`config.mk`:
```
export PLATFORM = sky130hd
export DESIGN_NAME = reg_wb_ctrl_flat
export DESIGN_NICKNAME = d
export VERILOG_FILES = /design/src/rtl/reg_wb_pkg.sv /design/src/rtl/reg_wb_ctrl_if.sv /design/src/rtl/reg_wb_ctrl_fifo.sv /design/src/rtl/reg_wb_ctrl.sv /design/src/flat_wrapper.sv
export SDC_FILE = /design/constraint.sdc
export NUM_CORES = 1
export LEC_CHECK = 0
export CAP_MARGIN = 20
export CORE_MARGIN = 2
export CORE_UTILIZATION = 49
export DETAILED_ROUTE_END_ITERATION = 6
export GPL_TIMING_DRIVEN = 0
export HOLD_SLACK_MARGIN = 0.03
export MAX_ROUTING_LAYER = met4
export PLACE_DENSITY = 0.77
export SYNTH_ARGS = -nofsm -noshare
export SYNTH_HDL_FRONTEND = slang
export SYNTH_HIERARCHICAL = 1
export SYNTH_SLANG_ARGS = --single-unit
export TNS_END_PERCENT = 5
```
`constraint.sdc`:
```
create_clock -name clk_regs -period 10 [get_ports clk_regs]
set_clock_uncertainty 0.15 [all_clocks]
set_input_delay 2.5 -clock clk_regs [delete_from_list [all_inputs] [get_ports clk_regs]]
set_output_delay 2.5 -clock clk_regs [all_outputs]
set_load 0.1 [all_outputs]
```
`src/rtl/reg_wb_pkg.sv`:
```
// Shared types for the register write-back controller: entry layout and result source tag.
package reg_wb_pkg;
  localparam int XLEN = 32;
  localparam int AW   = 5;

  typedef struct packed {
    logic [AW-1:0]   rd;
    logic [XLEN-1:0] data;
  } wb_entry_t;

  typedef enum logic {PIPE = 1'b0, LU = 1'b1} wb_src_e;
endpackage

```
`src/rtl/reg_wb_ctrl_if.sv`:
```
// Bus between the write-back controller and its neighbours (pipe, long-latency units, ID, regfile).
interface reg_wb_ctrl_if #(
  parameter int XLEN      = 32,
  parameter int AW        = 5,
  parameter int BUF_DEPTH = 2
);
  localparam int CW = $clog2(BUF_DEPTH) + 1;

  logic            pipe_valid;
  logic [AW-1:0]   pipe_rd;
  logic [XLEN-1:0] pipe_data;
  logic            lu_valid;
  logic            lu_ready;
  logic [AW-1:0]   lu_rd;
  logic [XLEN-1:0] lu_data;
  logic            iss_valid;
  logic [AW-1:0]   iss_rd;
  logic [AW-1:0]   rs1;
  logic [AW-1:0]   rs2;
  logic            rs1_busy;
  logic            rs2_busy;
  logic [AW-1:0]   rd;
  logic [XLEN-1:0] din;
  logic            reg_wrt;
  logic [CW-1:0]   buf_count;

  modport slave (
    input  pipe_valid, pipe_rd, pipe_data, lu_valid, lu_rd, lu_data,
           iss_valid, iss_rd, rs1, rs2,
    output lu_ready, rs1_busy, rs2_busy, rd, din, reg_wrt, buf_count
  );

  modport master (
    output pipe_valid, pipe_rd, pipe_data, lu_valid, lu_rd, lu_data,
           iss_valid, iss_rd, rs1, rs2,
    input  lu_ready, rs1_busy, rs2_busy, rd, din, reg_wrt, buf_count
  );
endinterface

```
`src/rtl/reg_wb_ctrl_fifo.sv`:
```
// Synchronous FIFO of write-back entries; head is visible combinationally.
module wb_fifo
  import reg_wb_pkg::*;
#(
  parameter int DEPTH = 2
) (
  input  logic                       clk,
  input  logic                       rst,
  input  logic                       push,
  input  wb_entry_t                  wdata,
  input  logic                       pop,
  output wb_entry_t                  head,
  output logic                       full,
  output logic                       empty,
  output logic [$clog2(DEPTH):0]     count
);
  localparam int IW = $clog2(DEPTH);

  wb_entry_t     r_mem [DEPTH];
  logic [IW:0]   r_wptr, r_rptr;
  logic          w_push, w_pop;

  assign count  = r_wptr - r_rptr;
  assign full   = (r_wptr[IW] != r_rptr[IW]) && (r_wptr[IW-1:0] == r_rptr[IW-1:0]);
  assign empty  = (r_wptr == r_rptr);
  assign head   = r_mem[r_rptr[IW-1:0]];
  assign w_push = push && !full;
  assign w_pop  = pop && !empty;

  always_ff @(posedge clk) begin
    if (!rst) begin
      r_wptr <= '0;
      r_rptr <= '0;
    end else begin
      if (w_push) r_wptr <= r_wptr + 1'b1;
      if (w_pop)  r_rptr <= r_rptr + 1'b1;
    end
  end

  always_ff @(posedge clk) begin
    if (w_push) r_mem[r_wptr[IW-1:0]] <= wdata;
  end
endmodule

```
`src/rtl/reg_wb_ctrl.sv`:
```
// Register write-back controller: pipe results have priority, LU results are buffered.
// Define REG_WB_BYPASS_EN to let an LU result skip the empty buffer when the pipe is idle.
module reg_wb_ctrl #(
  parameter int XLEN      = 32,
  parameter int AW        = 5,
  parameter int BUF_DEPTH = 2
) (
  input logic          clk_regs,
  input logic          rst,
  reg_wb_ctrl_if.slave bus
);
  import reg_wb_pkg::*;

  localparam int CW = $clog2(BUF_DEPTH) + 1;
  localparam int NR = 2 ** AW;

  wb_entry_t       w_head, w_lu;
  logic            w_full, w_empty, w_push, w_pop, w_acc, w_byp;
  logic [CW-1:0]   w_count;
  logic [NR-1:0]   r_pending, w_pending_nxt;
  logic [AW-1:0]   r_rd;
  logic [XLEN-1:0] r_din;
  logic            r_wrt;
  wb_src_e         r_wb_src;

  assign w_lu  = '{rd: bus.lu_rd, data: bus.lu_data};
  assign w_acc = bus.lu_valid && bus.lu_ready;
`ifdef REG_WB_BYPASS_EN
  assign w_byp = w_acc && w_empty && !bus.pipe_valid;
`else
  assign w_byp = 1'b0;
`endif
  assign w_push = w_acc && !w_byp;
  assign w_pop  = !bus.pipe_valid && !w_empty;

  wb_fifo #(.DEPTH(BUF_DEPTH)) u_fifo (
    .clk   (clk_regs),
    .rst   (rst),
    .push  (w_push),
    .wdata (w_lu),
    .pop   (w_pop),
    .head  (w_head),
    .full  (w_full),
    .empty (w_empty),
    .count (w_count)
  );

  // Ready uses the pre-pop occupancy, so a full buffer never accepts even while draining.
  assign bus.lu_ready  = rst && !w_full;
  assign bus.buf_count = w_count;
  assign bus.rd        = r_rd;
  assign bus.din       = r_din;
  assign bus.reg_wrt   = r_wrt;
  assign bus.rs1_busy  = (bus.rs1 != '0) && r_pending[bus.rs1];
  assign bus.rs2_busy  = (bus.rs2 != '0) && r_pending[bus.rs2];

  always_ff @(posedge clk_regs) begin
    if (!rst) begin
      r_rd     <= '0;
      r_din    <= '0;
      r_wrt    <= 1'b0;
      r_wb_src <= PIPE;
    end else if (bus.pipe_valid) begin
      r_rd     <= bus.pipe_rd;
      r_din    <= bus.pipe_data;
      r_wrt    <= 1'b1;
      r_wb_src <= PIPE;
    end else if (w_pop) begin
      r_rd     <= w_head.rd;
      r_din    <= w_head.data;
      r_wrt    <= (w_head.rd != '0);
      r_wb_src <= LU;
    end else if (w_byp) begin
      r_rd     <= w_lu.rd;
      r_din    <= w_lu.data;
      r_wrt    <= (w_lu.rd != '0);
      r_wb_src <= LU;
    end else begin
      r_wrt    <= 1'b0;
    end
  end

  // Clear applied before set so an issue to the committing register keeps its bit.
  always_comb begin
    w_pending_nxt = r_pending;
    if (r_wrt && r_wb_src == LU) w_pending_nxt[r_rd] = 1'b0;
    if (bus.iss_valid && bus.iss_rd != '0) w_pending_nxt[bus.iss_rd] = 1'b1;
  end

  always_ff @(posedge clk_regs) begin
    if (!rst) r_pending <= '0;
    else      r_pending <= w_pending_nxt;
  end
endmodule

```
`src/flat_wrapper.sv`:
```
// flat-port wrapper written by rule: the top's interface ports become plain ports
module reg_wb_ctrl_flat import reg_wb_pkg::*;
#(
  parameter int XLEN      = 32,
  parameter int AW        = 5,
  parameter int BUF_DEPTH = 2
)
  (clk_regs, rst, bus_pipe_valid, bus_pipe_rd, bus_pipe_data, bus_lu_valid, bus_lu_rd, bus_lu_data, bus_iss_valid, bus_iss_rd, bus_rs1, bus_rs2, bus_lu_ready, bus_rs1_busy, bus_rs2_busy, bus_rd, bus_din, bus_reg_wrt, bus_buf_count);
  reg_wb_ctrl_if #(.XLEN(XLEN), .AW(AW), .BUF_DEPTH(BUF_DEPTH)) bus_i ();
  input logic clk_regs;
  input logic rst;
  input wire logic [$bits(bus_i.pipe_valid)-1:0] bus_pipe_valid;
  input wire logic [$bits(bus_i.pipe_rd)-1:0] bus_pipe_rd;
  input wire logic [$bits(bus_i.pipe_data)-1:0] bus_pipe_data;
  input wire logic [$bits(bus_i.lu_valid)-1:0] bus_lu_valid;
  input wire logic [$bits(bus_i.lu_rd)-1:0] bus_lu_rd;
  input wire logic [$bits(bus_i.lu_data)-1:0] bus_lu_data;
  input wire logic [$bits(bus_i.iss_valid)-1:0] bus_iss_valid;
  input wire logic [$bits(bus_i.iss_rd)-1:0] bus_iss_rd;
  input wire logic [$bits(bus_i.rs1)-1:0] bus_rs1;
  input wire logic [$bits(bus_i.rs2)-1:0] bus_rs2;
  output wire logic [$bits(bus_i.lu_ready)-1:0] bus_lu_ready;
  output wire logic [$bits(bus_i.rs1_busy)-1:0] bus_rs1_busy;
  output wire logic [$bits(bus_i.rs2_busy)-1:0] bus_rs2_busy;
  output wire logic [$bits(bus_i.rd)-1:0] bus_rd;
  output wire logic [$bits(bus_i.din)-1:0] bus_din;
  output wire logic [$bits(bus_i.reg_wrt)-1:0] bus_reg_wrt;
  output wire logic [$bits(bus_i.buf_count)-1:0] bus_buf_count;
  assign bus_i.pipe_valid = bus_pipe_valid;
  assign bus_i.pipe_rd = bus_pipe_rd;
  assign bus_i.pipe_data = bus_pipe_data;
  assign bus_i.lu_valid = bus_lu_valid;
  assign bus_i.lu_rd = bus_lu_rd;
  assign bus_i.lu_data = bus_lu_data;
  assign bus_i.iss_valid = bus_iss_valid;
  assign bus_i.iss_rd = bus_iss_rd;
  assign bus_i.rs1 = bus_rs1;
  assign bus_i.rs2 = bus_rs2;
  assign bus_lu_ready = bus_i.lu_ready;
  assign bus_rs1_busy = bus_i.rs1_busy;
  assign bus_rs2_busy = bus_i.rs2_busy;
  assign bus_rd = bus_i.rd;
  assign bus_din = bus_i.din;
  assign bus_reg_wrt = bus_i.reg_wrt;
  assign bus_buf_count = bus_i.buf_count;
  reg_wb_ctrl #(.XLEN(XLEN), .AW(AW), .BUF_DEPTH(BUF_DEPTH)) u_core (.clk_regs(clk_regs), .rst(rst), .bus(bus_i));
endmodule
```
==> summary.txt, run 1 <==
CTS
  – Hold buffers post-CTS: 0
  – CTS H-tree lvls: 4
  – CTS tree: done
  – Root Buffer: clkbuf_16
  – Worst-Skew Late Latency: 0.42 ns
  – CTS clk-pin slew, worst paths: 0.06 ns
  – Clock sinks: 150
  – Post-CTS sizing: 0
  – Post-CTS Setup Inserts: 0
  – Deepest clock path buffer count: 2
  – TritonCTS Buffers: 17

Floorplanning
  – Site Rows: 42
  – Die extent in y: 122 um
  – Chip width: 122 um
  – DIE AREA: 14,800 sq um
  – Placeable Area: 13,300 sq um
  – IO Pins: 137
  – Initial Util: 50.7%

Worst setup path
  – Crit-path max cell delay: 0.98 ns
  – CP Max Fanout: 7
  – Crit. path cell count: 6
  – Crit-path cells: buf_2 -> mux4_2 -> mux2i_1 -> nor2_1 -> or4_1 -> clkdlybuf4s50_1
  – Worst Setup End Kind: output port
  – Critical path's top delay family: buffers and inverters
  – Worst setup path category: in -> out
  – Buf/Inv on CP: 2
  – Worst reg2reg path depth: 12
  – Crit-path slowest cell: clkdlybuf4s50_1
  – WP data arrival: 4.99 ns
  – Worst Path Required: 7.35 ns
  – CP Launch Type: input pin

Power and ir drop
  – Design Power: 2.06 mW
  – Sw Ratio: 33.5%
  – Net Sw Power: 688 uW
  – Sequential share of power: 35.5%
  – Clock power frac: 31.3%
  – Pwr Density: 230 nW/um^2
  – Static leakage: 3.33 nW
  – Int Pwr: 1.37 mW
  – Worst vdd ir: 0.165 mV
  – Combinational share of power: 33.2%

Synth
  – Yosys reg bits: 150
  – Async SR Flop Fraction: 0%
  – Prevailing post-synth register cell: dfxtp_1
  – Area contributors post-synth: edfxtp_1, dfxtp_1, mux2i_1
  – Post-Synthesis Cells: 576
  – Syn_nets: 671
  – Netlist cell types: 44
  – Mapped Area: 6770 sq um
  – Post-synthesis area per instance: 11.8 sq um
  – Post-synth top area share: 32.8%
  – Post-synth top area cell: edfxtp_1
  – Seq/Total Area, Yosys: 55.3%
  – Number of synthesized flops with an enable pin: 74
  – Synth warn: 6

Placed design
  – RePlAce Congestion: 0.884
  – Port Buf Inserts: 128
  – Post-DP HPWL: 12.1 mm
  – Dpl cells: 886

Global route
  – Met3 Usage GRT: 6.55%
  – Largest net degree at the start of global routing: 26
  – Vias in the first global route: 5,330
  – Total GRT Usage: 24.4%
  – Gr busiest metal: met2
  – Global-route wire length before repair: 26.6 mm
  – Initial antenna violation count: 1
  – Met2 Use GR: 39.8%
  – Remaining Overflow, GRT: 0
  – Routing usage on met1: 28.5%

Layout
  – Area Growth Syn to Fin: 32.3%
  – Most frequent cells in the layout: clkdlybuf4s50_1, nand2_1, dfxtp_1, edfxtp_1, o21ai_0
  – Most common cell after layout, fill and taps aside: clkdlybuf4s50_1
  – Layout cell share with drive strength beyond 1: 13.6%
  – Post-Layout Cell Count: 918
  – Nets: 824

Timing
  – Worst slew pin tran: 1.03 ns
  – RSZ-0062 raised after global routing: false
  – Final hold slack: 0.347 ns
  – Maximum clock rate: 131 MHz
  – Slew Limit Fails: 0
  – Slew HR: 31.3%
  – Tmin final: 7.64 ns
  – Final Hold Fails: 0
  – Setup-failing EPs final: 0
  – Fin Setup TNS: 0 ns
  – Final worst-path cycle share: 76.4%

Routing
  – WL per Instance: 18.5 um
  – Via count: 5,182
  – Detailed-route vias per instance: 5.64
  – DRC viols: 0
  – First-pass DRT Iterations: 5
  – ANT nets after route: 0
  – Final wirelength: 17.0 mm
  – Starting DRT DRC Count: 377

Worst hold path
  – Hold WC Path Type: reg -> reg
  – Hold path cells: 2

Status
  – Outcome: finished clean

Job
  – Max-Cap Viols: 0
## flip-flops by register name, indices dropped and copies added, names as in the netlist, named ones only
signal	cells
u_core/u_fifo/r_wptr	2
u_core/bus.rd	5
u_core/r_wb_src	1
u_core/r_pending	32
u_core/bus.reg_wrt	1
u_core/u_fifo/r_rptr	2
u_core/bus.din	32
u_core/u_fifo/r_mem	74
## tightest hold or removal path, stage by stage (launching register included)
cell and delay [ns]:
dfxtp_1 0.31, o21ai_0 0.06, a21boi_0 0.07
## through the flow
step	setup WS, ns	instance area, sq um	utilization (%)
3_3_place_gp	1.45	8270	62.0
5_1_grt	2.29	8960	67.1
4_1_cts	2.36	8960	67.1
6_report	2.36	8960	67.1
2_1_floorplan	2.12	6770	-
3_5_place_dp	2.36	8360	62.6
## area by class of cell
cell class | instances | area [sq um]
buffer | 38 | 179
clock buffer | 23 | 478
inverter | 2 | 7.51
multi-input combinational | 386 | 2860
clock inverter | 8 | 121
timing repair buffer | 134 | 1350
antenna | 1 | 2.50
tap | 176 | 220
sequential | 150 | 3740
fill | 1032 | 4390
## Yosys cell counts, types with 3 or more instances
| cell | count |
|---|---|
| nand2_1 | 79 |
| dfxtp_1 | 76 |
| edfxtp_1 | 74 |
| o21ai_0 | 68 |
| mux2i_1 | 44 |
| and2_1 | 39 |
| mux2_2 | 39 |
| a21boi_0 | 31 |
| clkbuf_1 | 23 |
| nor2_1 | 14 |
| mux4_2 | 11 |
| nor3b_1 | 8 |
| nand3b_1 | 6 |
| buf_2 | 5 |
| mux4_1 | 5 |
| buf_1 | 4 |
| buf_4 | 4 |
| nand3_1 | 4 |
| nand4_1 | 3 |
| nor2b_1 | 3 |
| nor3_1 | 3 |
| or3_1 | 3 |
## cell families (layout without fill, tap and decap cells)
kind of cell               Yosys count  after routing  synth area share (%)
and+or+nand+nor                    172            172                  12.8
xor gates and xnor gates             2              2                 0.370
muxes                              100            100                  18.8
adders and majority gates            1              1                 0.185
DFF                                150            150                  55.3
other                                0              1                     0
AOI/OAI and AO/OA                  111            111                  9.83
buffers and inverters               40            205                  2.75
## power by group through the flow
stage	clock [mW]	combinational (mW)	sequential [mW]
final	0.644	0.682	0.730
after global routing	0.681	0.719	0.735
after CTS	0.653	0.682	0.729
after detailed placement	0	0.679	0.741
after global placement	0	0.661	0.742
after floorplan	0	0.345	0.895
## path summary, 6_finish.rpt
| kind | from | to | slack [ns] |
|---|---|---|---|
| worst max-delay path | bus_rs1[2] | bus_rs1_busy | 2.36 |
| worst min-delay path | u_core/r_pending[23]$_SDFF_PN0_ | u_core/r_pending[23]$_SDFF_PN0_ | 0.35 |
| worst max register to register | u_core/u_fifo/r_wptr[0]$_SDFFE_PN0N_ | u_core/u_fifo/r_mem[0][24]$_DFFE_PP_ | 6.87 |
| worst min register to register | u_core/r_pending[23]$_SDFF_PN0_ | u_core/r_pending[23]$_SDFF_PN0_ | 0.35 |
## metal layers
layer | up-vias | part of all wire [%]
met5 | - | 0
met4 | 0 | 2.3
met3 | 38 | 7.8
met2 | 221 | 50
met1 | 2516 | 40
li1 | 2407 | -
Note: power is estimated with default switching activity, not from simulation.
==> run 2, diff against run 1 <==
--- a/config.mk
+++ b/config.mk
@@ -7,7 +7,7 @@
 export LEC_CHECK = 0
 export CAP_MARGIN = 20
 export CORE_MARGIN = 2
-export CORE_UTILIZATION = 49
+export CORE_UTILIZATION = 47
 export DETAILED_ROUTE_END_ITERATION = 6
 export GPL_TIMING_DRIVEN = 0
 export HOLD_SLACK_MARGIN = 0.03
==> constraint.sdc (replaced) <==
create_clock -name clk_regs -period 6.4 [get_ports clk_regs]
set_clock_uncertainty 0.15 [all_clocks]
set_input_delay 1.6 -clock clk_regs [delete_from_list [all_inputs] [get_ports clk_regs]]
set_output_delay 1.6 -clock clk_regs [all_outputs]
set_load 0.1 [all_outputs]
==> run 2 against run 1 <==
- core utilization is 3.0 points lower
- count of clock-buffer cells in the layout is 4 lower
- register-to-register slack worse by 3.5 ns
- worst setup slack worse by 1.8 ns
- combinational power is 57% higher
- flip-flop and latch count stayed put
- largest cell class unchanged
==> summary.txt, run 2 (same netlist as run 1, synthesis figures left out) <==
Floorplanning
  – Die extent in y: 124 um
  – Placeable Area: 14,000 sq um
  – Site Rows: 43
  – Initial Util: 48.4%
  – IO Pins: 137
  – DIE AREA: 15,400 sq um
  – Chip width: 124 um

Routing
  – DRC viols: 0
  – Detailed-route vias per instance: 5.64
  – WL per Instance: 18.9 um
  – Starting DRT DRC Count: 355
  – Via count: 5,182
  – ANT nets after route: 0
  – First-pass DRT Iterations: 5
  – Final wirelength: 17.3 mm

Layout
  – Design Area, Final: 8960 sq um
  – Ant. Diodes: 0
  – Most common cell after layout, fill and taps aside: clkdlybuf4s50_1
  – Area Growth Syn to Fin: 32.4%
  – Nets: 822
  – Number of flip-flops in the largest register: 74
  – Layout cell share with drive strength beyond 1: 13.4%
  – Most frequent cells in the layout: clkdlybuf4s50_1, nand2_1, dfxtp_1, edfxtp_1, o21ai_0

Global route
  – Vias in the first global route: 5,293
  – Largest net degree at the start of global routing: 27
  – Initial antenna violation count: 0
  – Global-route wire length before repair: 26.8 mm
  – Total GRT Usage: 23.9%
  – Remaining Overflow, GRT: 0

Worst setup path
  – Worst Setup End Kind: output port
  – WP data arrival: 4.10 ns
  – CP Launch Type: input pin
  – Worst setup path category: in -> out
  – Worst Path Required: 4.65 ns
  – CP Max Fanout: 7

CTS
  – CTS H-tree lvls: 4
  – TritonCTS Buffers: 17
  – Post-CTS sizing: 0
  – Hold buffers post-CTS: 0
  – Post-CTS Setup Inserts: 0
  – CTS clk-pin slew, worst paths: 0.06 ns
  – Deepest clock path buffer count: 2
  – Root Buffer: clkbuf_16
  – Worst-Skew Late Latency: 0.42 ns
  – Clock sinks: 150
  – CTS tree: done

Timing
  – Maximum clock rate: 171 MHz
  – Final worst-path cycle share: 91.4%
  – Final hold slack: 0.347 ns
  – Tmin final: 5.85 ns
  – Slew Limit Fails: 0
  – Worst slew pin tran: 1.02 ns
  – Fin Setup TNS: 0 ns
  – Final Hold Fails: 0
  – RSZ-0062 raised after global routing: false
  – Setup-failing EPs final: 0
  – Slew HR: 31.7%

Power and ir drop
  – Worst vdd ir: 0.219 mV
  – Pwr Density: 362 nW/um^2
  – Static leakage: 3.31 nW
  – Design Power: 3.25 mW

Placed design
  – RePlAce Congestion: 0.876
  – Port Buf Inserts: 128
  – Post-DP HPWL: 12.0 mm
  – Post-DP Area: 8350 sq um

Job
  – Max-Cap Viols: 0

Worst hold path
  – Hold WC Path Type: reg -> reg

Status
  – Outcome: finished clean
[run 2: changes by cell type in the layout (fill, tap and decap cells not counted), moves of 2 or more]
cell / change
clkinv_4: +3
buf_6: -4
buf_8: +2
clkinv_2: -2
clkbuf_8: -3
[run 2: worst max-delay path, stage by stage]
cell and delay [ns]:
buf_2 0.22, mux4_2 0.53, mux2i_1 0.20, nor2_1 0.06, or4_1 0.50, clkdlybuf4s50_1 0.98
[run 2: final timing paths]
path	cells past startpoint	from	slack, ns	endpoint
setup / recovery	6	bus_rs1[2]	0.55	bus_rs1_busy
hold / removal	1	u_core/r_pending[0]$_SDFF_PN0_	0.35	u_core/r_pending[0]$_SDFF_PN0_
setup reg to reg	9	u_core/u_fifo/r_wptr[0]$_SDFFE_PN0N_	3.36	u_core/u_fifo/r_mem[0][0]$_DFFE_PP_
hold reg to reg	1	u_core/r_pending[0]$_SDFF_PN0_	0.35	u_core/r_pending[0]$_SDFF_PN0_
[run 2: cell type report]
cell class	instances	area [sq um]
Fill cell	1082	5020
Sequential cell	150	3740
Multi-Input combinational cell	386	2860
Timing Repair Buffer	132	1340
Clock buffer	19	433
Tap cell	180	225
Clock inverter	12	179
Buffer	38	179
Inverter	2	7.51
[run 2: power breakdown]
group / switching (mW) / internal [mW]
Clock: 0.386 / 0.650
Combinational: 0.670 / 0.399
Sequential: 0.0452 / 1.10
[run 2: stage by stage]
step | utilization, % | setup slack, ns | cells
5_1_grt | 64.1 | 0.433 | 919
4_1_cts | 64.1 | 0.533 | 918
3_3_place_gp | 59.2 | 0.586 | 884
2_1_floorplan | - | 0.587 | 576
3_5_place_dp | 59.7 | 0.535 | 887
6_report | 64.1 | 0.553 | 919
[run 2: metal layers]
layer	part of all wire, %	routed length (um)	track usage, %
met5	0	0	-
met4	1.7	301	8.92
met3	8.1	1400	7.60
met2	48	8410	38.1
met1	42	7220	28.6
